--- src/rtl/vc_input_buffer.sv ---
`default_nettype none
// ============================================================================
// Module   : vc_input_buffer
// Purpose  : Multi-virtual-channel input buffer for a wormhole router port.
//            One circular FIFO per VC, per-VC on/off flow control with
//            hysteresis, occupancy counts and sticky over/underflow flags.
//            The head flit of VC pop_vc is presented first-word fall-through.
// Ports    : clk, rst (sync, active-high)
//            flit_in/push/push_vc : write side
//            pop/pop_vc           : read side; flit_o = head of pop_vc
//            err_clr              : clears sticky error flags
//            full/empty/vc_on/count/overflow_err/underflow_err : per-VC status
// Revision : 1.0 - initial release
// ============================================================================
module vc_input_buffer #(
    parameter int FLIT_WIDTH = 64,
    parameter int DEPTH      = 16,
    parameter int NUM_VC     = 2,
    parameter int OFF_THRESH = DEPTH - 2,
    parameter int ON_THRESH  = 2,
    localparam int VC_W      = (NUM_VC > 1) ? $clog2(NUM_VC) : 1,
    localparam int CNT_W     = $clog2(DEPTH + 1)
) (
    input  logic                    clk,
    input  logic                    rst,
    input  logic [FLIT_WIDTH-1:0]   flit_in,
    input  logic                    push,
    input  logic [VC_W-1:0]         push_vc,
    input  logic                    pop,
    input  logic [VC_W-1:0]         pop_vc,
    input  logic                    err_clr,
    output logic [FLIT_WIDTH-1:0]   flit_o,
    output logic [NUM_VC-1:0]       full,
    output logic [NUM_VC-1:0]       empty,
    output logic [NUM_VC-1:0]       vc_on,
    output logic [NUM_VC*CNT_W-1:0] count,
    output logic [NUM_VC-1:0]       overflow_err,
    output logic [NUM_VC-1:0]       underflow_err
);

    localparam int PTR_W = $clog2(DEPTH);
    localparam logic [CNT_W-1:0] C_DEPTH = CNT_W'(DEPTH);
    localparam logic [CNT_W-1:0] C_OFF   = CNT_W'(OFF_THRESH);
    localparam logic [CNT_W-1:0] C_ON    = CNT_W'(ON_THRESH);

    logic [FLIT_WIDTH-1:0] w_head [NUM_VC];

    for (genvar v = 0; v < NUM_VC; v++) begin : g_vc
        logic [FLIT_WIDTH-1:0] r_mem [DEPTH];
        logic [PTR_W-1:0]      r_wr_ptr;
        logic [PTR_W-1:0]      r_rd_ptr;
        logic [CNT_W-1:0]      r_count;
        logic                  r_full;
        logic                  r_empty;
        logic                  r_vc_on;
        logic                  r_ovf;
        logic                  r_unf;

        logic                  w_push_sel;
        logic                  w_pop_sel;
        logic                  w_pop_acc;
        logic                  w_push_acc;
        logic                  w_ovf_evt;
        logic                  w_unf_evt;
        logic [CNT_W-1:0]      w_count_next;

        // Out-of-range VC selects match no generate instance and are ignored.
        assign w_push_sel = push && (push_vc == VC_W'(v));
        assign w_pop_sel  = pop  && (pop_vc  == VC_W'(v));
        assign w_pop_acc  = w_pop_sel && (r_count != '0);
        // A pop in the same cycle frees a slot, so a full VC still accepts.
        assign w_push_acc = w_push_sel && ((r_count != C_DEPTH) || w_pop_acc);
        assign w_ovf_evt  = w_push_sel && !w_push_acc;
        assign w_unf_evt  = w_pop_sel && !w_pop_acc;

        assign w_count_next = r_count + CNT_W'(w_push_acc) - CNT_W'(w_pop_acc);

        // Storage is intentionally not reset.
        always_ff @(posedge clk) begin
            if (w_push_acc) begin
                r_mem[r_wr_ptr] <= flit_in;
            end
        end

        always_ff @(posedge clk) begin
            if (rst) begin
                r_wr_ptr <= '0;
                r_rd_ptr <= '0;
                r_count  <= '0;
                r_full   <= 1'b0;
                r_empty  <= 1'b1;
                r_vc_on  <= 1'b1;
                r_ovf    <= 1'b0;
                r_unf    <= 1'b0;
            end else begin
                if (w_push_acc) begin
                    r_wr_ptr <= r_wr_ptr + PTR_W'(1);
                end
                if (w_pop_acc) begin
                    r_rd_ptr <= r_rd_ptr + PTR_W'(1);
                end
                r_count <= w_count_next;
                r_full  <= (w_count_next == C_DEPTH);
                r_empty <= (w_count_next == '0);
                // Hysteresis: between the thresholds the previous state holds.
                if (w_count_next >= C_OFF) begin
                    r_vc_on <= 1'b0;
                end else if (w_count_next <= C_ON) begin
                    r_vc_on <= 1'b1;
                end
                // A new error event wins over a simultaneous clear.
                if (w_ovf_evt) begin
                    r_ovf <= 1'b1;
                end else if (err_clr) begin
                    r_ovf <= 1'b0;
                end
                if (w_unf_evt) begin
                    r_unf <= 1'b1;
                end else if (err_clr) begin
                    r_unf <= 1'b0;
                end
            end
        end

        assign w_head[v]                  = r_mem[r_rd_ptr];
        assign count[v*CNT_W +: CNT_W]    = r_count;
        assign full[v]                    = r_full;
        assign empty[v]                   = r_empty;
        assign vc_on[v]                   = r_vc_on;
        assign overflow_err[v]            = r_ovf;
        assign underflow_err[v]           = r_unf;
    end

    always_comb begin
        flit_o = '0;
        for (int v = 0; v < NUM_VC; v++) begin
            if (pop_vc == VC_W'(v)) begin
                flit_o = w_head[v];
            end
        end
    end

endmodule
`default_nettype wire

--- config.mk ---
export PLATFORM = sky130hd
export DESIGN_NAME = vc_input_buffer
export DESIGN_NICKNAME = d
export VERILOG_FILES = /design/src/rtl/vc_input_buffer.sv
export SDC_FILE = /design/constraint.sdc
export NUM_CORES = 2
export LEC_CHECK = 0
export CELL_PAD_IN_SITES_DETAIL_PLACEMENT = 1
export CELL_PAD_IN_SITES_GLOBAL_PLACEMENT = 2
export CORE_UTILIZATION = 45
export CTS_CLUSTER_SIZE = 12
export DETAILED_ROUTE_END_ITERATION = 8
export PLACE_DENSITY_LB_ADDON = 0.1
export SETUP_SLACK_MARGIN = 0.1
export SLEW_MARGIN = 20
export SYNTH_ARGS = -nofsm -noshare
export SYNTH_HDL_FRONTEND = slang
export SYNTH_SLANG_ARGS = --single-unit
--- constraint.sdc ---
create_clock -name clk -period 10.6 [get_ports clk]
set_clock_uncertainty 0.15 [all_clocks]
set_input_delay 2.12 -clock clk [delete_from_list [all_inputs] [get_ports clk]]
set_output_delay 2.12 -clock clk [all_outputs]
set_load 0.05 [all_outputs]
==> results.py <==
metrics = {
    "status": {
        "status": "completed",
    },
    "floorplanning": {
        "core-area_um2": 179200,
        "die_x_um": 427.7,
        "start_util_pct": 45.51,
        "ios": 155,
        "row_count": 155,
        "chipHeight_um": 427.7,
        "die_area_um2": 182900,
    },
    "detailed_routing": {
        "ant_nets": 0,
        "avgViaCountPerCell": 6.037,
        "drt-wirelength-per-cell_um": 33.34,
        "dr.pass1.iters": 5,
        "wl_mm": 246.3,
        "drt-initial-drc-count": 4050,
        "num_vias": 44603,
        "drc": 0,
    },
    "clock_tree": {
        "cts_inserted_buffers": 215,
        "htree_levels": 4,
        "clk_latency_ns": 0.85,
        "clk_pin_slew_ns": 0.06,
        "cts_setup_buffers": 0,
        "cts_tree": "done",
        "clock_sinks": 2092,
        "post_cts_resized": 0,
        "ctsLongestPathBuffers": 3,
        "cts_root_buf": "clkbuf_16",
        "hold_buffers": 0,
    },
    "min_path": {
        "hold_start": "g_vc[0].r_ovf$_SDFFE_PP0P_",
        "hold_class": "reg -> reg",
    },
    "synthesis": {
        "syn_area_um2": 81550,
        "syn_avg_cell_area_um2": 17.56,
        "syn_inst": 4644,
        "synth-edff-count": 2048,
        "ys_seq_area_share_pct": 76.49,
        "synth_compound_area_share_pct": 4.456,
        "ys_seq_elements": 2092,
        "synthAdderAreaFrac_pct": 0.3866,
        "synthFlopType": "edfxtp_1",
        "ys_warn_count": 0,
        "synth_top_family_by_area": "multiplexers",
        "ys_types": 55,
        "async_flop_share_pct": 0,
        "synthXorXnorAreaFrac_pct": 0.2041,
        "yosys-mux-area-fraction_pct": 12.59,
        "synth-simple-area-share_pct": 3.782,
        "syn_nets": 4739,
    },
    "pwr": {
        "p_per_area_nw_per_um2": 198.9,
        "power_switching_uw": 4625,
        "p_int_uw": 13690,
        "cellLeakagePower_uw": 0.02743,
        "pwr-share-seq_pct": 50.6,
        "ir_drop_mv": 0.1629,
        "p_comb_share_pct": 10.9,
        "p_clk_share_pct": 38.5,
        "finalPower_uw": 18320,
        "p_sw_share_pct": 25.25,
    },
    "critical_path": {
        "start_kind": "flip-flop",
        "path_max_fanout": 45,
        "reg2reg_from": "g_vc[1].r_count[3]$_SDFF_PP0_",
        "worstSetupPathType": "reg -> out",
        "cp_data_required_time_ns": 8.33,
        "arrival_ns": 5.69,
        "endpoint_kind": "primary output",
    },
    "global_routing": {
        "grt_max_degree": 89,
        "grt_pass1_vias": 45201,
        "grt_pass1_wl_mm": 343.9,
        "grtUsageTotal_pct": 26.79,
        "antenna_found_initial": 11,
        "overflow": 0,
    },
    "final_layout": {
        "nNetsFinal": 4956,
        "layout-area-overhead-vs-synth_pct": 12.92,
        "drive_gt1_share_pct": 9.491,
        "n_fill_cell": 16504,
    },
    "timing": {
        "worst_pin_slew_ns": 1.199,
        "slew_headroom_pct": 20.05,
        "maxSlewViolCount": 0,
        "hold_viol": 0,
        "fmax_mhz": 125.7,
        "setup-tns-final_ns": 0,
        "setup_violations": 0,
        "post-route-min-period_ns": 7.959,
        "fin_crit_sh_pct": 75.08,
        "rsz0062_at_grt": "no",
    },
    "placement": {
        "hpwl_mm": 126.1,
        "gp_congestion": 0.7453,
        "io_buffer_count": 154,
    },
    "run": {
        "max-cap-violations": 0,
    },
}
## power groups by stage
stage	logic [µW]	registers (µW)	clock network, µW
after floorplan	1120	9470	0
after global placement	1980	9450	0
after detailed placement	2000	9450	0
after CTS	2010	9280	7160
after global routing	2090	9280	7450
final	2000	9270	7050
## Yosys cell counts (22+ instances only)
cell type	count	share of area, %
ha_1	22	0.34
buf_4	97	0.89
nand2_1	209	0.96
nand4_1	64	0.49
a22oi_1	320	2.9
edfxtp_1	2048	75
buf_2	88	0.54
nand3_1	262	1.6
clkbuf_1	61	0.28
nor2_1	48	0.22
dfxtp_1	44	1.1
a21oi_1	204	1.3
mux2i_1	1026	13
## layout make-up
cell class	count	area, µm²	area share [%]
clock inverters	101	614.3	0.6671
clock buffers	281	5797	6.295
inverters	20	75.07	0.08152
multi-input cells	2259	17800	19.33
well taps	2355	2947	3.200
repair buffers	273	2442	2.652
flip-flops and latches	2092	62390	67.76
diodes	7	17.52	0.01902
## per-stage QoR
step	cell area (µm²)	instances	utilization [%]	worst slack [ns]	hold WS [ns]
5_1_grt	92080	7386	51.39	2.451	0.3331
4_1_cts	92200	7380	51.45	2.544	0.3253
3_3_place_gp	85770	6997	47.87	2.581	0.3044
6_report	92090	7388	51.39	2.641	0.3321
3_5_place_dp	85790	6998	47.88	2.561	0.3134
2_1_floorplan	81550	4644	-	2.628	0.2867
## path summary, 6_finish.rpt
path | to | slack (ns) | depth (start not counted)
setup / recovery | flit_o[37] | 2.64 | 8
hold / removal | g_vc[0].r_ovf$_SDFFE_PP0P_ | 0.33 | 2
setup reg to reg | g_vc[1].r_mem[12][35]$_DFFE_PP_ | 6.31 | 8
hold reg to reg | g_vc[0].r_ovf$_SDFFE_PP0P_ | 0.33 | 2
## cell usage in the layout (no fill, tap or decap), types with 40 or more instances in the layout
master and n:
clkdlybuf4s50_1 123, nand3_1 262, clkinv_1 64, nand2_1 208, edfxtp_1 2048, buf_4 106, nand4_1 64, clkbuf_16 222
dfxtp_1 40, a21oi_1 204, a22oi_1 320, mux2i_1 1026, clkbuf_1 57
## cell families (layout without fill, tap and decap cells)
| group | Yosys count | count (layout) |
|---|---|---|
| compound gates | 547 | 547 |
| xor+xnor | 19 | 19 |
| fa+ha+maj | 24 | 24 |
| buf+inv | 293 | 675 |
| flops | 2092 | 2092 |
| mux | 1026 | 1026 |
| other cells | 0 | 7 |
| simple gates | 643 | 643 |
## worst max-delay path: stages, from the launching register on
cell             delay, ns
dfxtp_4               0.59
buf_4                 0.76
buf_4                 0.75
buf_4                 0.77
mux2i_1               0.18
a22oi_1               0.44
nand3_1               0.14
nand4_1               0.16
clkdlybuf4s50_1       0.83
## routing by layer
metal | share of wire (%) | global-route usage [%] | vias up
met5 | 0.014 | 0 | -
met2 | 49 | 44.91 | 1281
met1 | 43 | 36.82 | 24139
li1 | - | - | 18825
met3 | 4.7 | 3.422 | 352
met4 | 2.4 | 7.349 | 6
## registers in the layout, summed over array words and instances (netlist names), named ones only
signal	count
g_vc.r_mem	2048
g_vc.r_wr_ptr	8
g_vc.r_unf	2
g_vc.r_rd_ptr	8
g_vc.r_empty	2
g_vc.r_full	2
g_vc.r_vc_on	2
g_vc.r_ovf	2
g_vc.r_count	10
Note: power is estimated with default switching activity, not from simulation.
